**src/rtl/sva_seq_pkg.sv**
```systemverilog
// Shared types for the c/b sequence generator and the sequence checker it drives.
package sva_seq_pkg;

  // Checker state encoding, shared with the checker so the expected values compare directly.
  typedef enum int {
    S0    = 0,
    S1    = 1,
    SEND  = -1,
    SLAZY = -2
  } sva_fsm_t;

  typedef enum logic [1:0] {
    PASS_DIRECT = 2'd0,
    PASS_CHAIN  = 2'd1,
    FAIL_INJECT = 2'd2,
    PASS_RAND   = 2'd3
  } gen_mode_t;

  typedef enum logic [2:0] {
    IDLE  = 3'd0,
    CHAIN = 3'd1,
    CLOSE = 3'd2,
    ABORT = 3'd3,
    DONE  = 3'd4
  } gen_state_t;

  // One stimulus vector together with the checker state it should produce.
  typedef struct packed {
    logic        c;
    logic        b;
    logic        viol;
    logic [31:0] st;
  } vec_t;

  // Vector for a chain or closing slot; a violating slot is always !c&!b and returns the checker to S0.
  function automatic vec_t make_vec(input gen_mode_t mode, input logic is_close, input logic hit);
    vec_t v;
    if (hit) begin
      v = '{c: 1'b0, b: 1'b0, viol: 1'b1, st: 32'(S0)};
    end else if (is_close) begin
      if (mode == PASS_DIRECT) v = '{c: 1'b0, b: 1'b1, viol: 1'b0, st: 32'(SEND)};
      else                     v = '{c: 1'b1, b: 1'b1, viol: 1'b0, st: 32'(SEND)};
    end else begin
      v = '{c: 1'b1, b: 1'b0, viol: 1'b0, st: 32'(S1)};
    end
    return v;
  endfunction

endpackage

```
**src/rtl/sva_lfsr.sv**
```systemverilog
// Galois LFSR used to draw random chain lengths; exposes its low VAL_W bits.
module sva_lfsr #(
  parameter int                LFSR_W    = 16,
  parameter logic [LFSR_W-1:0] LFSR_TAPS = 16'hB400,
  parameter int                VAL_W     = LFSR_W
) (
  input  logic              sys_clk,
  input  logic              sys_rst,
  input  logic              load,
  input  logic [LFSR_W-1:0] seed,
  input  logic              advance,
  output logic [VAL_W-1:0]  value
);

  logic [LFSR_W-1:0] lfsr_q;

  // Seed load wins over advance; an all-zero seed would lock the register, so it becomes 1.
  always_ff @(posedge sys_clk or posedge sys_rst) begin
    if (sys_rst) begin
      lfsr_q <= LFSR_W'(1);
    end else if (load) begin
      lfsr_q <= (seed == '0) ? LFSR_W'(1) : seed;
    end else if (advance) begin
      lfsr_q <= lfsr_q[0] ? ((lfsr_q >> 1) ^ LFSR_TAPS) : (lfsr_q >> 1);
    end
  end

  assign value = lfsr_q[VAL_W-1:0];

endmodule

```
**src/rtl/sva_seq_gen.sv**
```systemverilog
// Stimulus generator for the c/b sequence checker: one vector per step pulse plus expected verdicts.
module sva_seq_gen
  import sva_seq_pkg::*;
#(
  parameter int                LEN_W     = 4,
  parameter int                LFSR_W    = 16,
  parameter logic [LFSR_W-1:0] LFSR_TAPS = 16'hB400
) (
  input  logic              sys_clk,
  input  logic              sys_rst,
  input  logic              start,
  input  logic [1:0]        mode,
  input  logic [LEN_W-1:0]  len,
  input  logic [LEN_W-1:0]  fail_at,
  input  logic              seed_load,
  input  logic [LFSR_W-1:0] seed,
  input  logic              step,
  output logic              busy,
  output logic              vld,
  output logic              c,
  output logic              b,
  output logic [31:0]       exp_state,
  output logic              exp_succ,
  output logic              exp_fail,
  output logic              done
);

  gen_state_t       state;
  gen_mode_t        mode_q;
  logic [LEN_W-1:0] len_q;
  logic [LEN_W-1:0] fail_q;
  logic [LEN_W-1:0] step_cnt;
  logic             viol_q;
  logic [LEN_W-1:0] lfsr_value;

  gen_mode_t        start_mode;
  logic [LEN_W-1:0] start_len;
  logic             start_close;
  vec_t             start_vec;
  logic [LEN_W-1:0] cnt_nxt;
  logic             close_nxt;
  vec_t             next_vec;

  wire is_idle = (state == IDLE);

  sva_lfsr #(
    .LFSR_W   (LFSR_W),
    .LFSR_TAPS(LFSR_TAPS),
    .VAL_W    (LEN_W)
  ) u_lfsr (
    .sys_clk(sys_clk),
    .sys_rst(sys_rst),
    .load   (seed_load & is_idle),
    .seed   (seed),
    .advance(start & is_idle & (gen_mode_t'(mode) == PASS_RAND)),
    .value  (lfsr_value)
  );

  // First vector of a new sequence and the vector following a chain step.
  // NOTE: every signal assigned here gets a value on every path first, otherwise a latch is inferred.
  always_comb begin
    start_mode  = gen_mode_t'(mode);
    start_len   = (start_mode == PASS_RAND) ? lfsr_value : len;
    start_close = (start_mode == PASS_DIRECT) || (start_len == '0);
    start_vec   = make_vec(start_mode, start_close,
                           (start_mode == FAIL_INJECT) &&
                           (start_close ? (fail_at >= start_len) : (fail_at == '0)));
    // Chain steps stop on equality, so the counter can never run past len and wrap.
    cnt_nxt     = step_cnt + LEN_W'(1);
    close_nxt   = (cnt_nxt == len_q);
    next_vec    = make_vec(mode_q, close_nxt,
                           (mode_q == FAIL_INJECT) &&
                           (close_nxt ? (fail_q >= len_q) : (fail_q == cnt_nxt)));
  end

  // Sequencer FSM with registered vector, expected-state and pulse outputs.
  // NOTE: sequential state uses non-blocking assignments so every register samples pre-edge values.
  always_ff @(posedge sys_clk or posedge sys_rst) begin
    if (sys_rst) begin
      state     <= IDLE;
      mode_q    <= PASS_DIRECT;
      len_q     <= '0;
      fail_q    <= '0;
      step_cnt  <= '0;
      viol_q    <= 1'b0;
      busy      <= 1'b0;
      vld       <= 1'b0;
      c         <= 1'b0;
      b         <= 1'b0;
      exp_state <= 32'(S0);
      exp_succ  <= 1'b0;
      exp_fail  <= 1'b0;
      done      <= 1'b0;
    end else begin
      exp_succ <= 1'b0;
      exp_fail <= 1'b0;
      done     <= 1'b0;
      case (state)
        IDLE: begin
          // A step arriving together with start is dropped: the first vector has not been shown yet.
          if (start) begin
            mode_q    <= start_mode;
            len_q     <= start_len;
            fail_q    <= fail_at;
            step_cnt  <= '0;
            busy      <= 1'b1;
            vld       <= 1'b1;
            c         <= start_vec.c;
            b         <= start_vec.b;
            viol_q    <= start_vec.viol;
            exp_state <= start_vec.st;
            state     <= start_close ? CLOSE : CHAIN;
          end
        end
        CHAIN: begin
          if (step) begin
            if (viol_q) begin
              exp_fail <= 1'b1;
              state    <= ABORT;
            end else begin
              step_cnt  <= cnt_nxt;
              c         <= next_vec.c;
              b         <= next_vec.b;
              viol_q    <= next_vec.viol;
              exp_state <= next_vec.st;
              state     <= close_nxt ? CLOSE : CHAIN;
            end
          end
        end
        CLOSE: begin
          if (step) begin
            if (viol_q) begin
              exp_fail <= 1'b1;
              state    <= ABORT;
            end else begin
              exp_succ <= 1'b1;
              state    <= DONE;
            end
          end
        end
        ABORT, DONE: begin
          done      <= 1'b1;
          busy      <= 1'b0;
          vld       <= 1'b0;
          c         <= 1'b0;
          b         <= 1'b0;
          viol_q    <= 1'b0;
          exp_state <= 32'(S0);
          state     <= IDLE;
        end
        default: state <= IDLE;
      endcase
    end
  end

endmodule

```
**config.mk**
```make
export PLATFORM = sky130hd
export DESIGN_NAME = sva_seq_gen
export DESIGN_NICKNAME = d
export VERILOG_FILES = /design/src/rtl/sva_seq_pkg.sv /design/src/rtl/sva_lfsr.sv /design/src/rtl/sva_seq_gen.sv
export SDC_FILE = /design/constraint.sdc
export NUM_CORES = 1
export LEC_CHECK = 0
export CAP_MARGIN = 15
export CORE_MARGIN = 1.5
export CORE_UTILIZATION = 45
export DETAILED_ROUTE_END_ITERATION = 8
export PLACE_DENSITY = 0.85
export SETUP_SLACK_MARGIN = 0.5
export SLEW_MARGIN = 20
export SYNTH_ARGS = -nofsm -noshare
export SYNTH_HDL_FRONTEND = slang
export SYNTH_HIERARCHICAL = 1
export SYNTH_SLANG_ARGS = --single-unit
export TNS_END_PERCENT = 1
```
**constraint.sdc**
```tcl
create_clock -name sys_clk -period 1.9 [get_ports sys_clk]
set_input_delay 0.38 -clock sys_clk [delete_from_list [all_inputs] [get_ports sys_clk]]
set_output_delay 0.38 -clock sys_clk [all_outputs]
set_load 0.1 [all_outputs]
```
### Word level (Yosys, flattened, before mapping)

Cells that the tools add are included.

* bits in registers: 72
* input port bits: 31

* add/subtract/negate cells: 1
* magnitude comparators: 2
* eq/ne operators: 13
* multiplexer cells: 50
* bitwise operators: 4
* reductions and logical operators: 21

Operators with widths (number)
* $mux 35: 6
* $mux 32: 3
* $pmux 32 s3: 1
* $mux 16: 4
* $mux 1: 19
* $logic_not 16->1: 1
* $mux 4: 4
* $mux 3: 4
* $pmux 1 s3: 3
* $pmux 3 s3: 1
* $eq 4x4->1: 2
* $ge 4x4->1: 2
* $logic_not 4->1: 2
* $ne 2x2->1 const B: 4
* $pmux 4 s2: 1
* $reduce_and 4->1: 2
* $eq 2x2->1 const B: 3
* $eq 3x2->1 const B: 2
* $mux 2: 3
* $reduce_and 3->1: 2
* $reduce_bool 2->1: 3
* $add 4x1->4 const B: 1
* $logic_not 2->1: 2
* $not 3->4: 1
* 10 further kinds: 15

### Longest topological paths before layout

* depth after elaboration: 9
* depth in mapped cells: 8

### Hierarchy

The synthesis kept the hierarchy.

By module, submodules not included
* sva_seq_gen: instances 1, cells an instance 207, area each 1916.8 um^2, seq. area each 625.6 um^2
* sva_lfsr: instances 1, cells an instance 83, area each 873.3 um^2, seq. area each 401.6 um^2

### Worst setup path before layout

Ideal clock, no wire load.

* path type: flip-flop to output port
* start point: reg exp_state[30] (netlist name)
* end point: out exp_state[10]
* arrival: 1.831 ns
* path slack: -0.311 ns
* cell stages (with the launch flop): 2
* path buffers: 1
* path through: dfrtp_1 buf_4

RTL lines
* end, declared: RTL line sva_seq_gen.sv:22 `output logic [31:0] exp_state,`

### Worst setup path in the final report

* start point: reg step_cnt[1]
* end point: reg exp_state[0]

* word-level cells in the longest chain between the ends: 8
* elaborated cells between the ends (all ways): 10

Ends and longest elaborated chain
* start, declared: RTL line sva_seq_gen.sv:32 `logic [LEN_W-1:0] step_cnt;`
* start signal, assigned: RTL line sva_seq_gen.sv:121 `step_cnt <= cnt_nxt;`
* $add 4x1->4 *: RTL line sva_seq_gen.sv:69 `cnt_nxt = step_cnt + LEN_W'(1);`
* $eq 4x4->1 (on tied branches): RTL line sva_seq_gen.sv:73, sva_seq_gen.sv:70
* $mux 1: RTL line sva_seq_gen.sv:73 `(close_nxt ? (fail_q >= len_q) : (fail_q == cnt_nxt)));`
* $logic_and 1x1->1: RTL line sva_seq_gen.sv:72 `(mode_q == FAIL_INJECT) &&`
* $mux 35 *: RTL line sva_seq_pkg.sv:38 `if (hit) begin`
* $mux 32 *: RTL line sva_seq_gen.sv:117 `if (viol_q) begin`
* $mux 32 *: RTL line sva_seq_gen.sv:116 `if (step) begin`
* $pmux 32 s3 *: RTL line sva_seq_gen.sv:98 `case (state)`
* end signal, assigned: RTL line sva_seq_gen.sv:90 `exp_state <= 32'(S0);`
* end signal, assigned: RTL line sva_seq_gen.sv:111 `exp_state <= start_vec.st;`
* end signal, assigned: RTL line sva_seq_gen.sv:125 `exp_state <= next_vec.st;`

Mark *: on every way between the ends. The rest lies on a longest branch, timed or not. The select of a mux whose other input is x is not followed.
A chain may end at the register's enable or synchronous reset.

==> impl.org <==
** Run status
- The flow ran to the end, but the final reports show violations.
- The final reports fail on negative setup slack.

** Synthesis
- Synthesized netlist net count :: 330
- Largest area contributor in the synthesized netlist :: sky130_fd_sc_hd__dfrtp_1
- Most common flop cell mapped by yosys :: sky130_fd_sc_hd__dfrtp_1
- In this run the mean area of a mapped cell was 9.62 µm².
- The synthesized design contains 0 enable-type register cells.
- Post-Syn Area :: 2790 µm²
- Counting distinct cell types in the post-synthesis netlist gives 56.
- Ranked by total cell area, the synthesized netlist is headed by sky130_fd_sc_hd__dfrtp_1 (36%), sky130_fd_sc_hd__buf_4 (10%), sky130_fd_sc_hd__mux2i_1 (6.5%), sky130_fd_sc_hd__ha_1 (4.0%), sky130_fd_sc_hd__nand2_1 (3.8%).
- Counting every instance in the synthesized netlist gives 290.
- The share of the Yosys chip area taken by registers is 36.8%.
- Number of synthesis warnings :: 6
- After synthesis, the share of flip-flops with an asynchronous set or reset is 100%.
- Synthesis inferred 41 register bits.
- Summed over its instances, the top area cell type makes up 35.9% of the synthesized netlist area.

** Timing
- Once routing completed, OpenROAD measured the worst setup slack at -0.155 ns.
- Fin crit period :: 2.05 ns
- The number of slew-limit violations in the final report was 0.
- Upper clock frequency limit :: 487 MHz
- Worst Tran Pin Value :: 0.597 ns
- Setup repair after global routing could not meet its margin everywhere.
- Final setup violation count :: 4
- In this run the tightest slew margin relative to its limit is 60.2%.
- Final critical-path share of the clock period :: 108%
- The count of final hold-check violations was 0.
- Between clock sinks in the finished design, the worst skew comes to 0.00791 ns.

** Floorplan
- Pin placement for this block handled 70 I/O pins.
- Horizontal die dimension :: 81.7 µm
- The core region is 5960 µm².
- Die Y-Extent :: 81.7 µm
- In this run the core area contains 28 standard-cell rows.
- Die outline area :: 6680 µm²
- The initial utilization of the core area, before any placement, comes to 46.8%.

** Finish
- In the layout the commonest cells are sky130_fd_sc_hd__buf_4 (40), sky130_fd_sc_hd__dfrtp_1 (39), sky130_fd_sc_hd__buf_16 (33).
- Leaving out fill and tap cells, the most frequent cell in the layout is sky130_fd_sc_hd__buf_4.
- After the last flow step, the layout net total stands at 402.
- In the final layout, the share of cells above drive strength 1 is 38.6%.
- Number of standard cells in the final layout excluding fillers :: 438
- Area added between synthesis and finish :: 63.2%
- Antenna diode count :: 0

** GRT
- Wire length of the first global-routing pass :: 11500 µm
- The initial antenna violation count is 0.
- Global routing consumed, on the met3 layer, 5.67% of the routing resources.
- met2 is the most crowded layer.
- Entering global routing, the biggest net connects 33 pins.
- For this run, global-route usage on met1 was measured as 25.0%.
- After global routing the overflow that remains totals 0.
- In the global route stage, met2 resource usage came out at 42.1%.
- Total Routing Usage GR :: 23.1%
- The number of global-route vias before repair was 2437.

** Clock tree
- The tree is rooted in a sky130_fd_sc_hd__clkbuf_8.
- CTS tree :: yes
- The tree built by TritonCTS fans out to 41 sinks.
- Clock tree synthesis inserted a total of 5 buffers.
- In this run the deepest clock path goes through 2 buffers.
- Clock-pin slew was measured on the worst setup and hold paths at 0.08 ns.
- Clock latency on the worst-skew pair, taken at its later pin, is 0.30 ns.
- Number of H-tree levels :: 2

** Routing
- Routed via count divided by cell count :: 5.88
- Starting DRT DRC Count :: 312
- After detailed routing, the number of remaining DRC violations is 0.
- After detailed routing, the total wire length is 8690 µm.
- The detailed router placed 2574 vias in this run.
- In this run the remaining antenna-violating nets after routing total 0.
- Detailed-router iteration count before antenna repair :: 5
- After detailed routing, the average wire length per cell comes to 19.8 µm.

** Place
- Buffers placed on the I/O ports in this run total 69.
- Weighted congestion at the end of routability-driven global placement :: 0.832
- HPWL after DPL :: 5260 µm
- Setup WS pre-CTS :: -0.663 ns
- Cell total after placement :: 428

** Hold path
- Hold/Removal Path Class :: in -> async

** Critical path
- Of all nets on the critical path, the largest fanout is 3.
- Crit end category :: flip-flop
- Classification of the worst setup path :: reg -> reg
- Data arrival time of the worst path :: 2.24 ns
- Kind of start point of the critical path :: flip-flop
- At the worst endpoint, the required time is 2.08 ns.

** Job
- Number of maximum-capacitance violations :: 0
metal layers:
layer | up-vias | routed length [µm]
met3 | 41 | 781
met1 | 1220 | 3100
met2 | 177 | 4490
met4 | 0 | 311
met5 | - | 0
li1 | 1136 | -
logic make-up after synthesis:
| kind of cell | Yosys count | synth area share (%) |
|---|---|---|
| buffers and inverters | 58 | 14.5 |
| multiplexers | 25 | 9.28 |
| AND/OR/NAND/NOR | 82 | 15.2 |
| flip-flops | 41 | 36.8 |
| XOR/XNOR | 13 | 5.61 |
| adder cells (fa/ha/maj) | 9 | 4.04 |
| AO/OA/AOI/OAI | 62 | 14.5 |
timing repair:
action,4_1_cts,5_1_grt
pin swaps,17,11
gates resized for setup,35,55
setup endpoints to repair,69,69
hold buffers,0,0
buffers inserted,2,0
metrics by stage:
step / area (µm²) / util [%] / hold WS [ns] / TNS [ns]
after floorplan: 2850 / - / 0.293 / 0
after global placement: 3970 / 66.6 / 0.487 / -7.66
after detailed placement: 3970 / 66.6 / 0.520 / -8.06
after CTS: 4220 / 70.9 / 0.471 / 0
after global routing: 4550 / 76.4 / 0.485 / -0.907
final: 4550 / 76.4 / 0.460 / -0.315
layout make-up:
| cell class | instances | area (µm²) |
|---|---|---|
| timing repair buffer | 111 | 1640 |
| multi-input combinational | 191 | 1620 |
| fill | 347 | 1400 |
| sequential | 41 | 1030 |
| tap | 75 | 93.8 |
| clock buffer | 7 | 86.3 |
| inverter | 12 | 47.5 |
| clock inverter | 1 | 30.0 |
worst max-delay path, stage by stage, from the launching register on:
cell and delay [ns]:
sky130_fd_sc_hd__dfrtp_1 0.46, sky130_fd_sc_hd__ha_4 0.36, sky130_fd_sc_hd__xnor2_2 0.13, sky130_fd_sc_hd__nand4_1 0.16, sky130_fd_sc_hd__a311oi_2 0.33, sky130_fd_sc_hd__a41oi_2 0.13, sky130_fd_sc_hd__a221o_1 0.36
Yosys cell counts (3+ instances only):
library cell,count
sky130_fd_sc_hd__a211oi_1,3
sky130_fd_sc_hd__a21oi_1,9
sky130_fd_sc_hd__a31oi_1,3
sky130_fd_sc_hd__buf_2,3
sky130_fd_sc_hd__buf_4,37
sky130_fd_sc_hd__dfrtp_1,40
sky130_fd_sc_hd__ha_1,9
sky130_fd_sc_hd__inv_1,12
sky130_fd_sc_hd__mux2_2,7
sky130_fd_sc_hd__mux2i_1,18
sky130_fd_sc_hd__nand2_1,28
sky130_fd_sc_hd__nand2b_1,5
sky130_fd_sc_hd__nand3_1,3
sky130_fd_sc_hd__nand4_1,3
sky130_fd_sc_hd__nor2_1,19
sky130_fd_sc_hd__nor2b_1,3
sky130_fd_sc_hd__nor3_1,3
sky130_fd_sc_hd__nor4_1,4
sky130_fd_sc_hd__nor4_2,4
sky130_fd_sc_hd__o21ai_0,17
sky130_fd_sc_hd__o21ai_1,12
sky130_fd_sc_hd__xnor2_1,5
sky130_fd_sc_hd__xor2_1,5
final timing paths:
kind	from	end	slack, ns	depth (start not counted)
worst max-delay path	step_cnt[1]	exp_state[0]	-0.15	6
min in group sys_clk	fail_at[0]	fail_q[0]	0.53	4
worst max register to register	step_cnt[1]	exp_state[0]	-0.15	6
max in group asynchronous	sys_rst	u_lfsr/lfsr_q[5]	1.04	2
worst min register to register	mode_q[0]	mode_q[0]	0.55	1
worst min-delay path	sys_rst	viol_q	0.46	3
flip-flops by register name, summed over array words and instances, names as in the netlist:
signal / flops
exp_fail: 1
exp_state: 2
step_cnt: 4
viol_q: 1
u_lfsr/lfsr_q: 16
done: 1
fail_q: 4
c: 1
len_q: 4
mode_q: 2
state: 3
exp_succ: 1
vld: 1
Power is left out: the tool's default activity adds up to more than one toggle a clock period on the data nets, which glitch-free logic cannot reach.
